==> config.mk <==
export PLATFORM = sky130hd
export DESIGN_NAME = id_ex_operand_stage
export DESIGN_NICKNAME = d
export VERILOG_FILES = /design/src/rtl/id_ex_operand_stage.sv
export SDC_FILE = /design/constraint.sdc
export NUM_CORES = 1
export LEC_CHECK = 0
export ABC_AREA = 1
export BUFFER_PORTS_ARGS = -buffer_cell sky130_fd_sc_hd__buf_4
export CAP_MARGIN = 15
export CELL_PAD_IN_SITES_DETAIL_PLACEMENT = 1
export CELL_PAD_IN_SITES_GLOBAL_PLACEMENT = 2
export CORE_MARGIN = 1
export CORE_UTILIZATION = 29
export CTS_BUF_LIST = sky130_fd_sc_hd__clkbuf_8
export CTS_CLUSTER_SIZE = 16
export DETAILED_ROUTE_END_ITERATION = 8
export GPL_TIMING_DRIVEN = 0
export PLACE_DENSITY_LB_ADDON = 0.1
export SETUP_SLACK_MARGIN = 0.5
export SLEW_MARGIN = 5
export SYNTH_ARGS = -nofsm -noshare
export SYNTH_HDL_FRONTEND = slang
export SYNTH_SLANG_ARGS = --single-unit
==> constraint.sdc <==
create_clock -name clk -period 2.5 [get_ports clk]
set_input_delay 0.25 -clock clk [delete_from_list [all_inputs] [get_ports clk]]
set_output_delay 0.25 -clock clk [all_outputs]
set_load 0.01 [all_outputs]
==> src/rtl/id_ex_operand_stage.sv <==
// ID/EX pipeline register: decodes the ALU control code, forwards operands from MEM/WB and inserts bubbles on load-use hazards.
// Latency: ID fields registered in one cycle. Forwarded operands and load_use_hazard are combinational in the EX cycle.
// Backpressure: stall holds all EX registers; flush or a load-use hazard loads a bubble; flush takes priority over stall.
module id_ex_operand_stage (
    input  logic        clk,
    input  logic        rst_n,
    input  logic        stall,
    input  logic        flush,
    input  logic        id_valid,
    input  logic [31:0] id_rsdata,
    input  logic [31:0] id_rtdata,
    input  logic [31:0] id_signimm,
    input  logic [4:0]  id_rs,
    input  logic [4:0]  id_rt,
    input  logic [4:0]  id_rd,
    input  logic [1:0]  id_aluop,
    input  logic [5:0]  id_funct,
    input  logic        id_alusrc,
    input  logic        id_regdst,
    input  logic        id_regwrite,
    input  logic        id_memtoreg,
    input  logic        id_memwrite,
    input  logic        id_branch,
    input  logic        mem_regwrite,
    input  logic [4:0]  mem_rd,
    input  logic [31:0] mem_result,
    input  logic        wb_regwrite,
    input  logic [4:0]  wb_rd,
    input  logic [31:0] wb_result,
    output logic [31:0] rsdata,
    output logic [31:0] rtdataOrextimm,
    output logic [3:0]  ALUctrl,
    output logic [31:0] ex_storedata,
    output logic [4:0]  ex_writereg,
    output logic        ex_valid,
    output logic        ex_regwrite,
    output logic        ex_memtoreg,
    output logic        ex_memwrite,
    output logic        ex_branch,
    output logic        ex_illegal,
    output logic        load_use_hazard
);

    // ALU control encodings
    localparam logic [3:0] ALU_AND = 4'b0000;
    localparam logic [3:0] ALU_OR  = 4'b0001;
    localparam logic [3:0] ALU_ADD = 4'b0010;
    localparam logic [3:0] ALU_SUB = 4'b0110;
    localparam logic [3:0] ALU_SLT = 4'b0111;

    // EX-stage registers
    logic        r_valid;
    logic        r_regwrite;
    logic        r_memtoreg;
    logic        r_memwrite;
    logic        r_branch;
    logic        r_illegal;
    logic        r_alusrc;
    logic [4:0]  r_rs;
    logic [4:0]  r_rt;
    logic [4:0]  r_writereg;
    logic [31:0] r_rsdata;
    logic [31:0] r_rtdata;
    logic [31:0] r_signimm;
    logic [3:0]  r_aluctrl;

    // Decode and control wires
    logic [3:0]  w_aluctrl;
    logic        w_illegal;
    logic [4:0]  w_writereg;
    logic        w_load_use;
    logic        w_load_en;
    logic        w_load_bubble;
    logic [31:0] w_fwd_rs;
    logic [31:0] w_fwd_rt;

    // Decode ALUOp/funct into the ALU control code; unknown R-type funct is flagged illegal
    always_comb begin
        w_aluctrl = ALU_ADD;
        w_illegal = 1'b0;
        case (id_aluop)
            2'b00: w_aluctrl = ALU_ADD;
            2'b01: w_aluctrl = ALU_SUB;
            2'b11: w_aluctrl = ALU_OR;
            default: begin
                case (id_funct)
                    6'b100000: w_aluctrl = ALU_ADD;
                    6'b100010: w_aluctrl = ALU_SUB;
                    6'b100100: w_aluctrl = ALU_AND;
                    6'b100101: w_aluctrl = ALU_OR;
                    6'b101010: w_aluctrl = ALU_SLT;
                    default: begin
                        w_aluctrl = ALU_ADD;
                        w_illegal = 1'b1;
                    end
                endcase
            end
        endcase
    end

    assign w_writereg = id_regdst ? id_rd : id_rt;

    // A load in EX whose destination is read by the instruction in ID cannot be forwarded in time
    assign w_load_use = r_valid & r_memtoreg & (r_writereg != 5'd0) & id_valid &
                        ((r_writereg == id_rs) | (r_writereg == id_rt));

    // Flush always loads; otherwise stall freezes, and an unstalled hazard loads a bubble
    assign w_load_en     = flush | ~stall;
    assign w_load_bubble = flush | w_load_use;

    // EX register update: bubble on reset/flush/hazard, hold on stall, otherwise capture ID
    always_ff @(posedge clk or negedge rst_n) begin
        if (!rst_n) begin
            r_valid    <= 1'b0;
            r_regwrite <= 1'b0;
            r_memtoreg <= 1'b0;
            r_memwrite <= 1'b0;
            r_branch   <= 1'b0;
            r_illegal  <= 1'b0;
            r_alusrc   <= 1'b0;
            r_rs       <= 5'd0;
            r_rt       <= 5'd0;
            r_writereg <= 5'd0;
            r_rsdata   <= 32'd0;
            r_rtdata   <= 32'd0;
            r_signimm  <= 32'd0;
            r_aluctrl  <= ALU_ADD;
        end else if (w_load_en) begin
            if (w_load_bubble) begin
                r_valid    <= 1'b0;
                r_regwrite <= 1'b0;
                r_memtoreg <= 1'b0;
                r_memwrite <= 1'b0;
                r_branch   <= 1'b0;
                r_illegal  <= 1'b0;
                r_alusrc   <= 1'b0;
                r_rs       <= 5'd0;
                r_rt       <= 5'd0;
                r_writereg <= 5'd0;
                r_rsdata   <= 32'd0;
                r_rtdata   <= 32'd0;
                r_signimm  <= 32'd0;
                r_aluctrl  <= ALU_ADD;
            end else begin
                r_valid    <= id_valid;
                r_regwrite <= id_regwrite & ~w_illegal;
                r_memtoreg <= id_memtoreg;
                r_memwrite <= id_memwrite & ~w_illegal;
                r_branch   <= id_branch;
                r_illegal  <= w_illegal;
                r_alusrc   <= id_alusrc;
                r_rs       <= id_rs;
                r_rt       <= id_rt;
                r_writereg <= w_writereg;
                r_rsdata   <= id_rsdata;
                r_rtdata   <= id_rtdata;
                r_signimm  <= id_signimm;
                r_aluctrl  <= w_aluctrl;
            end
        end
    end

    // Operand forwarding: MEM beats WB; register 0 is never forwarded
    always_comb begin
        w_fwd_rs = r_rsdata;
        if (mem_regwrite && (mem_rd == r_rs) && (r_rs != 5'd0))
            w_fwd_rs = mem_result;
        else if (wb_regwrite && (wb_rd == r_rs) && (r_rs != 5'd0))
            w_fwd_rs = wb_result;
    end

    // Same forwarding selection for the rt operand
    always_comb begin
        w_fwd_rt = r_rtdata;
        if (mem_regwrite && (mem_rd == r_rt) && (r_rt != 5'd0))
            w_fwd_rt = mem_result;
        else if (wb_regwrite && (wb_rd == r_rt) && (r_rt != 5'd0))
            w_fwd_rt = wb_result;
    end

    assign rsdata          = w_fwd_rs;
    assign rtdataOrextimm  = r_alusrc ? r_signimm : w_fwd_rt;
    assign ex_storedata    = w_fwd_rt;
    assign ALUctrl         = r_aluctrl;
    assign ex_writereg     = r_writereg;
    assign ex_valid        = r_valid;
    assign ex_regwrite     = r_regwrite;
    assign ex_memtoreg     = r_memtoreg;
    assign ex_memwrite     = r_memwrite;
    assign ex_branch       = r_branch;
    assign ex_illegal      = r_illegal;
    assign load_use_hazard = w_load_use;

endmodule

==> flow_summary.json <==
{
  "die_area_um2": 29500,
  "worst_r2r_path_depth": 12,
  "drive_above_1_share_pct": 43.99,
  "r2r_start": "ex_writereg[2]$_DFFE_PN0P_",
  "critPathCaptureType": "output port",
  "grt_pass1_wl_um": 58170,
  "rsz0062_at_grt": "yes",
  "finClkSkew_ps": 17.52,
  "cts_buffers": 17,
  "grt_max_degree": 68,
  "vdd_drop_max_v": 0.0002804,
  "ys_seq_area_share_pct": 36.25,
  "hold_path_depth": 3,
  "synth-edff-count": 0,
  "wl_per_cell_um": 20.30,
  "max_slew_margin_pct": 48.25,
  "gp_congestion": 0.8750,
  "synthArstFlopShare_pct": 100.0,
  "power_density_nw_per_um2": 428.4,
  "design_power_total_w": 0.005757,
  "synth_commonest_cells": "450 x nand2_1, 120 x dfrtp_1, 118 x nand4_1, 111 x nand3_1, 64 x inv_1",
  "cp.arrival_ps": 2250,
  "ant_nets": 0,
  "antenna_found_initial": 1,
  "cts_tree": "built",
  "outcome": "completed",
  "netlist.area_leader.share_pct": 35.93,
  "vias": 9761,
  "cp_num_buf_inv": 5,
  "cp_slowest_stage_delay_ps": 430,
  "period_needed_ps": 2496,
  "critPathLaunchType": "register",
  "hold_path_end": "r_rtdata[15]$_DFFE_PN0P_",
  "synth.distinct_cells": 34,
  "clock_sinks": 121,
  "cp.depth": 10,
  "dr.pass1.iters": 5,
  "setup_viol": 0,
  "wl_met2_um": 18830,
  "hold_class": "input port to register",
  "core_area_um2": 28090,
  "fin_cells": 1959,
  "overflow": 0,
  "drt_iter0_markers": 552,
  "cp_slowest_cell": "dfrtp_1",
  "fmax_mhz": 400.7,
  "grt_usage_pct": 26.44,
  "top_layer_used": "met5",
  "fin_nets": 1773,
  "syn_avg_cell_area_um2": 7.034,
  "clk_pin_slew_ps": 90,
  "crit_family": "buffers and inverters",
  "cts_max_path_buffers": 2,
  "drt-total-wl_um": 39770,
  "finalHoldViolCount": 0,
  "drv_cap": 0,
  "die_w_um": 171.8,
  "die_h_um": 171.8,
  "p_leak_nw": 7.083,
  "r2r_slack_ps": 740,
  "hp-start": "id_rtdata[15]",
  "synth_fp_nets": 1394,
  "synth_top_cell_by_area": "dfrtp_1",
  "crit_type": "register to output port",
  "insertion_delay_ps": 470,
  "area_growth_pct": 60.79,
  "netlist_area_um2": 8357,
  "synth_warnings": 0,
  "vias_per_cell": 4.983,
  "drc": 0,
  "io_pins": 318,
  "io_buffers": 316,
  "n_fill_cell": 3520,
  "htreeDepth": 4,
  "dp_hpwl_um": 29530,
  "worstPathRequired_ps": 2250,
  "start_util_pct": 29.75,
  "cts-root-buf": "clkbuf_8",
  "ys_ff_latch": 121,
  "dp_cells": 1883,
  "crit_chain": "inv_2 > buf_4 > o22ai_1 > nor3_2 > nand2_4 > buf_6 > buf_8 > nand3_1 > nand2_2 > buf_4",
  "wl_met1_um": 17670,
  "min_period_over_period_pct": 99.82,
  "r2r_end": "r_rtdata[2]$_DFFE_PN0P_",
  "synth_cells": 1188,
  "path_common_cell": "buf_4",
  "worst_pin_slew_ps": 776.2,
  "synth_area_leaders": "dfrtp_1 36%, nand2_1 20%, nand4_1 8.8%",
  "rows": 61,
  "wl_met3_um": 2485,
  "grt_pass1_vias": 10062,
  "slew_violations": 0,
  "path_max_fanout": 5,
  "synth_ff_type": "dfrtp_1",
  "yosysMostFrequentCell": "nand2_1"
}
-- stage by stage --
step	setup WS [ps]	utilization, %	setup TNS (ps)	hold slack (ps)	instance area, um2
global placement	76.69	39.88	0	457.7	11200
global route	-138.2	47.83	-3777	2.469	13430
floorplan	935.9	-	0	-45.59	8357
CTS	43.98	44.85	0	3.240	12600
finish	4.443	47.84	0	20.58	13440
detailed placement	72.99	39.99	0	254.9	11230
-- sequential cells by signal, summed over array words and instances (netlist names) --
register	flops
r_rs	5
r_rt	5
r_signimm	32
ex_memwrite	1
r_rtdata	32
ex_valid	1
ex_branch	1
r_rsdata	32
r_alusrc	1
ALUctrl	3
ex_regwrite	1
ex_illegal	1
ex_memtoreg	1
ex_writereg	5
-- how the worst max path moves through the flow --
stage / startpoint / end / slack [ps]
floorplan: r_rs[2]$_DFFE_PN0P_ / rsdata[10] / 940
CTS: r_rs[3]$_DFFE_PN0P_ / rsdata[29] / 40
finish: r_rs[1]$_DFFE_PN0P_ / rsdata[20] / 4
detailed placement: r_rs[4]$_DFFE_PN0P_ / rsdata[14] / 70
global route: r_rs[1]$_DFFE_PN0P_ / rsdata[25] / -140
global placement: r_rs[4]$_DFFE_PN0P_ / rsdata[18] / 80
-- power by group --
| group | internal, W | switching [W] | total [W] |
|---|---|---|---|
| Combinational | 0.000816 | 0.000892 | 0.00171 |
| Clock | 0.000918 | 0.000966 | 0.00188 |
| Sequential | 0.00207 | 0.0000957 | 0.00217 |
| Total | 0.00380 | 0.00195 | 0.00576 |
-- logic make-up (layout without fill, tap and decap cells) --
kind of cell | count (synthesis) | after routing | share of synthesized area, %
flip-flops | 121 | 121 | 36.25
AND/OR/NAND/NOR | 835 | 835 | 48.78
XOR/XNOR | 9 | 9 | 0.9432
AO/OA/AOI/OAI | 56 | 56 | 4.552
buffers and inverters | 166 | 558 | 9.433
other | 1 | 2 | 0.04487
-- layer usage --
metal	up-vias	track usage (%)
li1	4676	-
met3	40	6.098
met2	288	43.18
met1	4755	34.62
met4	2	7.657
met5	-	0
-- area by class of cell --
type                            count  area, um2  area share (%)
Clock inverter                     14      146.4           1.089
Buffer                             90      684.4           5.094
Timing Repair Buffer              360       3090           23.00
Clock buffer                       18      247.7           1.844
Multi-Input combinational cell    901       5459           40.63
Tap cell                          378      473.0           3.520
Inverter                           76      292.8           2.179
Sequential cell                   121       3040           22.63
Antenna cell                        1      2.502         0.01862
-- worst min-delay path: stages --
cell and delay [ps]:
buf_4 80, nand4_1 80, nand2_1 60
-- cells in the final DEF (no fill, tap or decap), drive strengths merged, types with 2 or more instances in the layout --
master and n:
nand2 484, buf 417, nand3 141, dfrtp 120, nand4 118, inv 80
clkbuf 50, o21bai 34, nand3b 32, and2 32, nor2 25, o21ai 12
clkinv 6, xnor2 5, xor2 4, o211ai 4, o22ai 3, bufinv 2
clkinvlp 2, nor3 2, a21oi 2
-- repair_timing --
action / in CTS / in global routing
cloned: 4 / 1
setup buffers: 25 / 12
endpoints found under the setup margin: 97 / 97
hold buffers: 1 / 0
pin swaps: 33 / 40
gates resized for setup: 171 / 171
endpoints found under the hold margin: 53 / 0
Power figures use the tool's default switching activity.
